## config.mk

```make
export PLATFORM = sky130hd
export DESIGN_NAME = inst_queue
export DESIGN_NICKNAME = d
export VERILOG_FILES = /design/src/rtl/inst_queue_pkg.sv /design/src/rtl/iq_pair_check.sv /design/src/rtl/inst_queue.sv
export SDC_FILE = /design/constraint.sdc
export NUM_CORES = 2
export LEC_CHECK = 0
export CAP_MARGIN = 25
export CORE_AREA = 2 2 318 320
export CTS_CLUSTER_DIAMETER = 40
export DETAILED_ROUTE_END_ITERATION = 6
export DIE_AREA = 0 0 320 322
export HOLD_SLACK_MARGIN = 0.02
export PLACE_DENSITY = 0.7
export SYNTH_ARGS = -nofsm -noshare
export SYNTH_HDL_FRONTEND = slang
export SYNTH_SLANG_ARGS = --single-unit
```

## constraint.sdc

```tcl
create_clock -name clk -period 6.45 [get_ports clk]
set_input_delay 0.9675 -clock clk [delete_from_list [all_inputs] [get_ports clk]]
set_output_delay 0.9675 -clock clk [all_outputs]
set_load 0.02 [all_outputs]
```

## src/rtl/inst_queue_pkg.sv

```systemverilog
// Shared constants for the IF/ID instruction queue: bus widths, memory opcodes
// and the packed entry layout {isbranch, taken, pc, npc, inst} (inst at LSB).
package inst_queue_pkg;

  localparam int PC_BUS   = 32;
  localparam int INST_BUS = 32;

  localparam logic [6:0] OP_LOAD  = 7'b0000011;
  localparam logic [6:0] OP_STORE = 7'b0100011;

  // Offsets are functions of the widths so non-default PC_W/INST_W stay consistent.
  function automatic int ent_off_npc(input int inst_w);
    return inst_w;
  endfunction

  function automatic int ent_off_pc(input int inst_w, input int pc_w);
    return inst_w + pc_w;
  endfunction

  function automatic int ent_off_taken(input int inst_w, input int pc_w);
    return inst_w + 2 * pc_w;
  endfunction

  function automatic int ent_off_isbr(input int inst_w, input int pc_w);
    return inst_w + 2 * pc_w + 1;
  endfunction

  function automatic int ent_width(input int inst_w, input int pc_w);
    return inst_w + 2 * pc_w + 2;
  endfunction

  localparam int ENT_INST  = 0;
  localparam int ENT_NPC   = INST_BUS;
  localparam int ENT_PC    = INST_BUS + PC_BUS;
  localparam int ENT_TAKEN = INST_BUS + 2 * PC_BUS;
  localparam int ENT_ISBR  = INST_BUS + 2 * PC_BUS + 1;

  function automatic logic is_mem_op(input logic [6:0] op);
    return (op == OP_LOAD) || (op == OP_STORE);
  endfunction

endpackage

```

## src/rtl/iq_pair_check.sv

```systemverilog
// Combinational dual-issue check on the two oldest queue entries; decides
// whether slot 2 may issue alongside slot 1.
module iq_pair_check
  import inst_queue_pkg::*;
#(
  parameter int PC_W   = PC_BUS,
  parameter int INST_W = INST_BUS,
  parameter int CNT_W  = 4
) (
  input  logic [ent_width(INST_W, PC_W)-1:0] ent1_i,
  input  logic [ent_width(INST_W, PC_W)-1:0] ent2_i,
  input  logic [CNT_W-1:0]                   count_i,
  output logic                               out1_valid_o,
  output logic                               out2_valid_o
);

  localparam int E_TAKEN = ent_off_taken(INST_W, PC_W);
  localparam int E_ISBR  = ent_off_isbr(INST_W, PC_W);

  logic       br1, tk1, br2;
  logic [6:0] op1, op2;
  logic       unused_ent_bits;

  assign br1 = ent1_i[E_ISBR];
  assign tk1 = ent1_i[E_TAKEN];
  assign br2 = ent2_i[E_ISBR];
  assign op1 = ent1_i[6:0];
  assign op2 = ent2_i[6:0];
  assign unused_ent_bits = ^{ent1_i, ent2_i};

  // First matching rule wins; only the final fall-through pairs the slots.
  always_comb begin
    out1_valid_o = 1'b0;
    out2_valid_o = 1'b0;
    if (count_i == '0) begin
      out1_valid_o = 1'b0;
    end else if (count_i == CNT_W'(1)) begin
      out1_valid_o = 1'b1;
    end else begin
      out1_valid_o = 1'b1;
      if (br1 && tk1) begin
        out2_valid_o = 1'b0;
      end else if (br1 && br2) begin
        out2_valid_o = 1'b0;
      end else if (is_mem_op(op1) && is_mem_op(op2)) begin
        out2_valid_o = 1'b0;
      end else begin
        out2_valid_o = 1'b1;
      end
    end
  end

endmodule

```

## src/rtl/inst_queue.sv

```systemverilog
// Dual-port circular IF/ID instruction queue with pairing check and flush.
// Optional INST_QUEUE_PERF_EN adds saturating pairing-stall and full counters.
module inst_queue
  import inst_queue_pkg::*;
#(
  parameter int DEPTH  = 8,
  parameter int PC_W   = PC_BUS,
  parameter int INST_W = INST_BUS
) (
  input  logic                    clk,
  input  logic                    rst,
  input  logic                    flush,
  input  logic [1:0]              in_valid,
  input  logic [INST_W-1:0]       in1_inst,
  input  logic [INST_W-1:0]       in2_inst,
  input  logic [PC_W-1:0]         in1_pc,
  input  logic [PC_W-1:0]         in2_pc,
  input  logic [PC_W-1:0]         in1_npc,
  input  logic [PC_W-1:0]         in2_npc,
  input  logic                    in1_isbranch,
  input  logic                    in2_isbranch,
  input  logic                    in1_taken,
  input  logic                    in2_taken,
  output logic                    in_ready,
  output logic                    out1_valid,
  output logic                    out2_valid,
  output logic [INST_W-1:0]       out1_inst,
  output logic [INST_W-1:0]       out2_inst,
  output logic [PC_W-1:0]         out1_pc,
  output logic [PC_W-1:0]         out2_pc,
  output logic [PC_W-1:0]         out1_npc,
  output logic [PC_W-1:0]         out2_npc,
  input  logic [1:0]              deq,
  output logic [$clog2(DEPTH):0]  count
`ifdef INST_QUEUE_PERF_EN
  ,
  output logic [31:0]             perf_single_issue,
  output logic [31:0]             perf_full
`endif
);

  localparam int PTR_W = $clog2(DEPTH);
  localparam int CNT_W = PTR_W + 1;
  localparam int EW    = ent_width(INST_W, PC_W);
  localparam int E_NPC = ent_off_npc(INST_W);
  localparam int E_PC  = ent_off_pc(INST_W, PC_W);

  logic [EW-1:0]    mem_q [DEPTH];
  logic [PTR_W-1:0] head_q, head_d, tail_q, tail_d;
  logic [CNT_W-1:0] count_q, count_d;

  logic [EW-1:0]    ent1, ent2, new1, new2, wr0_data, wr1_data;
  logic             wr0_en, wr1_en;
  logic [1:0]       n_wr, n_req, n_avail, n_deq;
  logic [PTR_W-1:0] tail_p1;

  // Handshake: IF may assert in_valid only while in_ready is high (two free
  // entries at cycle start); ID may consume via deq only slots whose outN_valid
  // is high. Violations are absorbed: writes dropped, consumption clamped.
  assign in_ready = (count_q <= CNT_W'(DEPTH - 2));
  assign count    = count_q;

  assign ent1    = mem_q[head_q];
  assign ent2    = mem_q[head_q + PTR_W'(1)];
  assign tail_p1 = tail_q + PTR_W'(1);

  assign new1 = {in1_isbranch, in1_taken, in1_pc, in1_npc, in1_inst};
  assign new2 = {in2_isbranch, in2_taken, in2_pc, in2_npc, in2_inst};

  iq_pair_check #(
    .PC_W   (PC_W),
    .INST_W (INST_W),
    .CNT_W  (CNT_W)
  ) u_pair_check (
    .ent1_i       (ent1),
    .ent2_i       (ent2),
    .count_i      (count_q),
    .out1_valid_o (out1_valid),
    .out2_valid_o (out2_valid)
  );

  assign out1_inst = out1_valid ? ent1[0 +: INST_W]   : '0;
  assign out1_npc  = out1_valid ? ent1[E_NPC +: PC_W] : '0;
  assign out1_pc   = out1_valid ? ent1[E_PC +: PC_W]  : '0;
  assign out2_inst = out2_valid ? ent2[0 +: INST_W]   : '0;
  assign out2_npc  = out2_valid ? ent2[E_NPC +: PC_W] : '0;
  assign out2_pc   = out2_valid ? ent2[E_PC +: PC_W]  : '0;

  // A predicted-taken in1 makes in2 wrong-path, so it is never written.
  always_comb begin
    wr0_en   = 1'b0;
    wr1_en   = 1'b0;
    wr0_data = new1;
    wr1_data = new2;
    n_wr     = 2'd0;
    if (in_ready && !flush) begin
      unique case (in_valid)
        2'b01: begin
          wr0_en = 1'b1;
          n_wr   = 2'd1;
        end
        2'b10: begin
          wr0_en   = 1'b1;
          wr0_data = new2;
          n_wr     = 2'd1;
        end
        2'b11: begin
          wr0_en = 1'b1;
          if (in1_isbranch && in1_taken) begin
            n_wr = 2'd1;
          end else begin
            wr1_en = 1'b1;
            n_wr   = 2'd2;
          end
        end
        default: begin
          n_wr = 2'd0;
        end
      endcase
    end
  end

  always_comb begin
    n_req   = {1'b0, deq[0]} + {1'b0, deq[1]};
    n_avail = {1'b0, out1_valid} + {1'b0, out2_valid};
    n_deq   = (n_req > n_avail) ? n_avail : n_req;
    head_d  = head_q + PTR_W'(n_deq);
    tail_d  = tail_q + PTR_W'(n_wr);
    count_d = count_q + CNT_W'(n_wr) - CNT_W'(n_deq);
    if (flush) begin
      head_d  = '0;
      tail_d  = '0;
      count_d = '0;
    end
  end

  always_ff @(posedge clk or negedge rst) begin
    if (!rst) begin
      head_q  <= '0;
      tail_q  <= '0;
      count_q <= '0;
    end else begin
      head_q  <= head_d;
      tail_q  <= tail_d;
      count_q <= count_d;
    end
  end

  always_ff @(posedge clk or negedge rst) begin
    if (!rst) begin
      for (int i = 0; i < DEPTH; i++) begin
        mem_q[i] <= '0;
      end
    end else begin
      if (wr0_en) begin
        mem_q[tail_q] <= wr0_data;
      end
      if (wr1_en) begin
        mem_q[tail_p1] <= wr1_data;
      end
    end
  end

`ifdef INST_QUEUE_PERF_EN
  logic [31:0] perf_single_q, perf_full_q;
  logic        pair_stall;

  assign pair_stall        = out1_valid && !out2_valid && (count_q >= CNT_W'(2));
  assign perf_single_issue = perf_single_q;
  assign perf_full         = perf_full_q;

  // Counters survive flush so they span redirects; only reset clears them.
  always_ff @(posedge clk or negedge rst) begin
    if (!rst) begin
      perf_single_q <= '0;
      perf_full_q   <= '0;
    end else begin
      if (pair_stall && (perf_single_q != '1)) begin
        perf_single_q <= perf_single_q + 32'd1;
      end
      if (!in_ready && (perf_full_q != '1)) begin
        perf_full_q <= perf_full_q + 32'd1;
      end
    end
  end
`endif

endmodule

```

# --- Yosys cells after proc, flatten, opt, wreduce, memory -nomap -nowiden ---
# Index checks and enable logic that the tools add are counted.
totals:
  input_bits: 203
  word_cells: 92
  romBits: 0
  mem_count: 0
  ram_bits: 0
  latchBits: 0
  ff_bits: 794
classes:
  multipliers: 0
  n_reduce_logical: 13
  div: 0
  bitwise: 4
  n_shift: 0
  muxes: 40
  order_cmp: 8
  add_sub_neg: 8
  eq_ne: 8
op_table:
  columns: ["op", "count"]
  rows:
  - ["784-bit bitwise mux", 2]
  - ["784-bit two-way mux", 2]
  - ["98-bit two-way mux", 8]
  - ["98-bit binary-select mux with 3-bit select", 2]
  - ["98-bit demux with 3-bit select", 2]
  - ["32-bit two-way mux", 6]
  - ["4-bit >= comparator (second input constant)", 4]
  - ["3-bit NOT with 4-bit output", 4]
  - ["7-bit by 2-bit == test with 1-bit output (second input constant)", 2]
  - ["7-bit by 6-bit == test with 1-bit output (second input constant)", 2]
  - ["1-bit two-way mux", 11]
  - ["4-bit by 1-bit less-than comparator with 1-bit output (second input constant)", 2]
  - ["1-bit logical AND", 7]
  - ["3-bit by 1-bit adder with 3-bit output (second input constant)", 2]
  - ["3-bit by 2-bit adder with 3-bit output", 2]
  - ["2-bit two-way mux", 3]
  - ["3-bit two-way mux", 2]
  - ["1-bit by 1-bit adder with 2-bit output", 2]
  - ["4-bit by 2-bit adder with 4-bit output", 1]
  - ["2-bit == test (second input constant)", 2]
  - ["4-bit by 1-bit == test with 1-bit output (second input constant)", 1]
  - ["4-bit by 3-bit <= comparator with 1-bit output (second input constant)", 1]
  - ["4-bit zero test", 1]
  - ["4-bit two-way mux", 1]
  - ["8 further kinds", 9]

# --- Depth between registers and ports, before layout ---
logic_depth:
  depth_word: 18
  ltp_mapped: 24

# --- By module ---
# Synthesis repeated with hierarchy kept, for this count alone.
unflattened:
  cells_unflattened: 5245
  area_unflattened_um2: 57789.2
by_module_without_submodules:
  columns: ["module", "area_per_inst_um2", "cells_each", "instances"]
  rows:
  - ["inst_queue", 57736.6, 5237, 1]
  - ["iq_pair_check", 52.6, 8, 1]

# --- Worst setup path after synthesis ---
# No wires, ideal clock.
synth_path:
  path_type: "reg-to-reg"
  start: "register head_q[1]"
  end: "register count_q[2], in the netlist count[2]"
  n_path_buf: 4
  arrival_ns: 4.365
  slack_ns: 1.954
  path_stages_with_launch: 22
  cell_sequence: "dfrtp_1 ha_1 buf_6 buf_6 mux4_2 o311a_1 o21ai_2 nand4_2 a21o_1 buf_6 buf_2 ha_1 nor2b_1 o21ai_0 nor2_1 a22o_1 ha_1 inv_1 ha_1 fa_1 xnor2_1 nor2_1"
synth_between:
  elab_chain_cells: 18
  elab_cells_between_ends: 28
  classes_between: "add/sub (3); order compare (1); eq/ne (4); mux (13); bitwise (2); reduce/logical (5)"
synth_rtl:
  columns: ["element", "line_no", "text"]
  rows:
  - ["start: declaration", "inst_queue.sv:49", "logic [PTR_W-1:0] head_q, head_d, tail_q, tail_d;"]
  - ["start signal: assignment", "inst_queue.sv:139", "head_q <= '0;"]
  - ["start signal: assignment", "inst_queue.sv:143", "head_q <= head_d;"]
  - ["3-bit by 1-bit adder with 3-bit output", "inst_queue.sv:64", "assign ent2 = mem_q[head_q + PTR_W'(1)];"]
  - ["3-bit NOT with 4-bit output (implied by the code)", "inst_queue.sv:64", null]
  - ["98-bit binary-select mux with 3-bit select", "inst_queue.sv:64", null]
  - ["98-bit two-way mux (implied by the code) (2 in series)", "inst_queue.sv:64", null]
  - ["7-bit by 2-bit == test with 1-bit output / 7-bit by 6-bit == test with 1-bit output (equally long branches)", "inst_queue_pkg.sv:39", "return (op == OP_LOAD) || (op == OP_STORE);"]
  - ["1-bit logical OR", "inst_queue_pkg.sv:39", null]
  - ["1-bit logical AND", "iq_pair_check.sv:45", "end else if (is_mem_op(op1) && is_mem_op(op2)) begin"]
  - ["1-bit two-way mux", "iq_pair_check.sv:45", null]
  - ["(+2 left out)", null, null]
  - ["1-bit two-way mux (*)", "iq_pair_check.sv:37", "end else if (count_i == CNT_W'(1)) begin"]
  - ["1-bit two-way mux (*)", "iq_pair_check.sv:35", "if (count_i == '0) begin"]
  - ["1-bit by 1-bit adder with 2-bit output (*)", "inst_queue.sv:125", "n_avail = {1'b0, out1_valid} + {1'b0, out2_valid};"]
  - ["2-bit > comparator", "inst_queue.sv:126", "n_deq = (n_req > n_avail) ? n_avail : n_req;"]
  - ["2-bit two-way mux (*)", "inst_queue.sv:126", null]
  - ["4-bit by 2-bit subtractor with 4-bit output (*)", "inst_queue.sv:129", "count_d = count_q + CNT_W'(n_wr) - CNT_W'(n_deq);"]
  - ["4-bit two-way mux (*)", "inst_queue.sv:130", "if (flush) begin"]
  - ["net count_d[2]", "inst_queue.sv:50", "logic [CNT_W-1:0] count_q, count_d;"]
  - ["end signal: assignment", "inst_queue.sv:145", "count_q <= count_d;"]
  - ["end: declaration", "inst_queue.sv:50", null]
# Mark *: on every way through the listed nets, which the timed path passes. The rest lies on a longest branch. The select of a mux whose other input is x is not followed.

# --- Final worst setup path ---
layout_path:
  start: "register head_q[0]"
  end: "output port out2_npc[25]"
layout_between:
  elab_chain_cells: 14
  elab_cells_between_ends: 24
  classes_between: "add/sub (1); eq/ne (4); mux (12); bitwise (2); reduce/logical (5)"
layout_rtl:
  columns: ["element", "line_no", "text"]
  rows:
  - ["3-bit by 1-bit adder with 3-bit output", "inst_queue.sv:64", null]
  - ["3-bit NOT with 4-bit output (implied by the code)", "inst_queue.sv:64", null]
  - ["98-bit binary-select mux with 3-bit select", "inst_queue.sv:64", null]
  - ["98-bit two-way mux (implied by the code) (2 in series)", "inst_queue.sv:64", null]
  - ["7-bit by 2-bit == test with 1-bit output / 7-bit by 6-bit == test with 1-bit output (equally long branches)", "inst_queue_pkg.sv:39", null]
  - ["1-bit logical OR", "inst_queue_pkg.sv:39", null]
  - ["1-bit logical AND", "iq_pair_check.sv:45", null]
  - ["1-bit two-way mux", "iq_pair_check.sv:45", null]
  - ["1-bit two-way mux", "iq_pair_check.sv:43", "end else if (br1 && br2) begin"]
  - ["1-bit two-way mux", "iq_pair_check.sv:41", "if (br1 && tk1) begin"]
  - ["1-bit two-way mux", "iq_pair_check.sv:37", null]
  - ["1-bit two-way mux", "iq_pair_check.sv:35", null]
  - ["32-bit two-way mux (*)", "inst_queue.sv:86", "assign out2_npc = out2_valid ? ent2[E_NPC +: PC_W] : '0;"]
  - ["end: declaration", "inst_queue.sv:32", "output logic [PC_W-1:0] out2_npc,"]
# Mark *: on every way between the ends. The rest lies on a longest branch, timed or not. The select of a mux whose other input is x is not followed.

==> impl_metrics.json <==
{
  "arrival_ns": 5.16,
  "slew_headroom": 0.236,
  "critical_path_required_ns": 5.48,
  "ctsResizeCount": 0,
  "nNetsFinal": 5871,
  "setup_viol": 0,
  "avgSynthCellArea_um2": 8.80,
  "vias_per_cell": 6.32,
  "rows": 116,
  "drc": 0,
  "gp_congestion": 0.852,
  "placed_cell_area_mm2": 0.0538,
  "vdd_drop_max_mv": 0.606,
  "status": "completed",
  "cts_tree": "built",
  "syn_nets": 5850,
  "initialDrtViolationCount": 5343,
  "final.min_clock_period_ns": 6.13,
  "final_util": 0.590,
  "async_reset_ff_frac": 1.00,
  "die_area_mm2": 0.103,
  "vias": 44700,
  "start_kind": "register",
  "yosysUniqueCellTypes": 52,
  "nFillCells": 8332,
  "ant_nets": 0,
  "cts.path.max_buffers": 3,
  "crit_fanout": 137,
  "ys.warnings.count": 0,
  "synth-seq-cells": 794,
  "postCtsSetupBuffers": 0,
  "timing.final.crit_share": 0.951,
  "insertion_delay_ns": 0.74,
  "grt_max_degree": 197,
  "p_per_area_mw_per_mm2": 491,
  "start_util": 0.497,
  "worst_pin_slew_ns": 1.15,
  "final_hold_viol_count": 0,
  "htreeDepth": 4,
  "synth-edff-count": 0,
  "syn2layout_area_growth_pct": 18.6,
  "syn_inst": 5626,
  "syn_area_mm2": 0.0495,
  "die_height_um": 322,
  "cts_buffers": 138,
  "max_freq_mhz": 163,
  "portBuffers": 401,
  "synthFlopType": "dfrtp_1",
  "tns_ns": 0,
  "clk_pin_slew_ns": 0.05,
  "dr.pass1.iters": 6,
  "grt.total_usage": 0.330,
  "slew_viol_final": 0,
  "ios": 402,
  "antenna_found_initial": 13,
  "crit_path_end_kind": "primary output",
  "routed_wl_mm": 170,
  "clkSinkCount": 794,
  "hold_buffers": 0,
  "overflow": 0,
  "rsz0062_at_grt": "false",
  "final_layout_size_suffix_gt1_frac": 0.129,
  "yosysSeqAreaShare": 0.401,
  "cap_violations": 0,
  "place_hpwl_mm": 95.5,
  "fp.coreArea_mm2": 0.0996,
  "cts-root-buf": "clkbuf_16",
  "fp.dieW_um": 320,
  "critPathKind": "register to primary output",
  "p_leak_uw": 0.0229,
  "final_cell_area_mm2": 0.0587,
  "grt_pass1_vias": 43500,
  "fin_skew_ns": 0.0312,
  "hold_path.class": "input port to async pin",
  "wl_per_cell_um": 24.0,
  "grt_pass1_wl_mm": 262
}
==> stage by stage <==
step | setup slack [ns] | total power [uW] | instances | hold slack (ns)
4_1_cts | 0.249 | 28800 | 7052 | 0.284
6_report | 0.319 | 28800 | 7066 | 0.258
3_5_place_dp | 1.03 | 21100 | 6801 | 0.569
2_1_floorplan | 1.95 | 16200 | 5626 | 0.520
5_1_grt | 0.0935 | 30200 | 7064 | 0.299
3_3_place_gp | 1.22 | 20800 | 6800 | 0.550
==> layer usage <==
layer,up-vias,share of wire,global-route usage
met2,2650,0.46,0.506
met1,21800,0.38,0.442
li1,19700,-,-
met4,6,0.044,0.160
met3,487,0.11,0.0772
met5,-,0.00016,0
==> report_power, final <==
part / switching, uW / total (uW) / internal, uW
Sequential: 1240 / 7720 / 6480
Clock: 2700 / 7630 / 4920
Combinational: 7240 / 13500 / 6250
Total: 11200 / 28800 / 17600
==> critical path, cell delays in order (launching register included) <==
cell,delay [ns]
dfrtp_4,0.50
buf_12,0.59
mux4_2,0.61
mux2i_1,0.25
nand4_1,0.18
nor4_1,0.40
a21o_4,0.38
buf_4,0.58
a21oi_1,0.14
clkdlybuf4s50_1,0.61
==> cell type report <==
class	instances	area, um2	share of cell area
multi-input combinational	4224	27300	0.465
sequential	794	19900	0.338
timing repair buffer	475	5000	0.0852
clock buffer	172	3830	0.0652
tap	1298	1620	0.0277
clock inverter	79	1000	0.0170
inverter	14	57.6	0.000980
antenna	10	25.0	0.000426
==> cell usage after synthesis, types with 3 or more instances <==
master | n | area, um2
ha_1 | 17 | 213
nor2_1 | 604 | 2270
o21ai_1 | 13 | 65.1
mux2_2 | 8 | 90.1
xnor2_1 | 6 | 52.6
clkbuf_1 | 397 | 1490
a21oi_1 | 574 | 2870
buf_4 | 5 | 37.5
buf_2 | 113 | 566
dfrtp_1 | 794 | 19900
nor2b_1 | 8 | 50.1
nor3_1 | 3 | 15.0
nor3_2 | 4 | 40.0
buf_6 | 4 | 45.0
o21ai_0 | 1067 | 5340
mux4_2 | 391 | 8810
and2_1 | 3 | 18.8
buf_1 | 74 | 278
nand2_1 | 1266 | 4750
inv_1 | 13 | 48.8
fa_1 | 4 | 80.1
mux2i_1 | 208 | 2080
a21oi_2 | 10 | 87.6
==> worst paths after layout <==
kind	cells after the start	from	to	slack, ns
worst max-delay path	9	head_q[0]$_DFF_PN0_	out2_npc[25]	0.32
worst min-delay path	1	rst	mem_q[505]$_DFF_PN0_	0.26
worst max register to register	17	head_q[0]$_DFF_PN0_	count[2]$_DFF_PN0_	1.18
worst min register to register	2	mem_q[292]$_DFF_PN0_	mem_q[292]$_DFF_PN0_	0.58
max in group asynchronous	2	rst	mem_q[570]$_DFF_PN0_	4.52
min in group clk	2	mem_q[292]$_DFF_PN0_	mem_q[292]$_DFF_PN0_	0.58
==> placed cells by master, fill, tap and decap left out, drive strengths merged, types with 3 or more instances in the layout <==
master            n
nand2          1266
o21ai          1081
dfrtp           794
nor2            604
a21oi           584
clkdlybuf4s50   400
mux4            391
mux2i           208
clkbuf          172
buf              75
clkinv           35
inv              26
bufinv           17
ha               17
clkinvlp         15
diode            10
mux2              8
nor2b             8
nor3              7
xnor2             6
fa                4
and2              3
nand4             3
==> logic make-up (layout without fill, tap and decap cells) <==
kind of cell             count (synthesis)  in the layout  share of synthesized area
other                                    0             10                          0
flip-flops                             794            794                      0.401
AO/OA/AOI/OAI                         1678           1678                      0.171
adder cells (fa/ha/maj)                 21             21                    0.00592
buffers and inverters                  608            740                     0.0502
XOR/XNOR                                 8              8                    0.00142
AND/OR/NAND/NOR                       1910           1910                      0.148
multiplexers                           607            607                      0.222
==> flip-flops by register name, summed over array words and instances, names as in the netlist <==
name and count:
head_q 3, count 4, mem_q 784, tail_q 3
(Power assumes the default switching activity.)
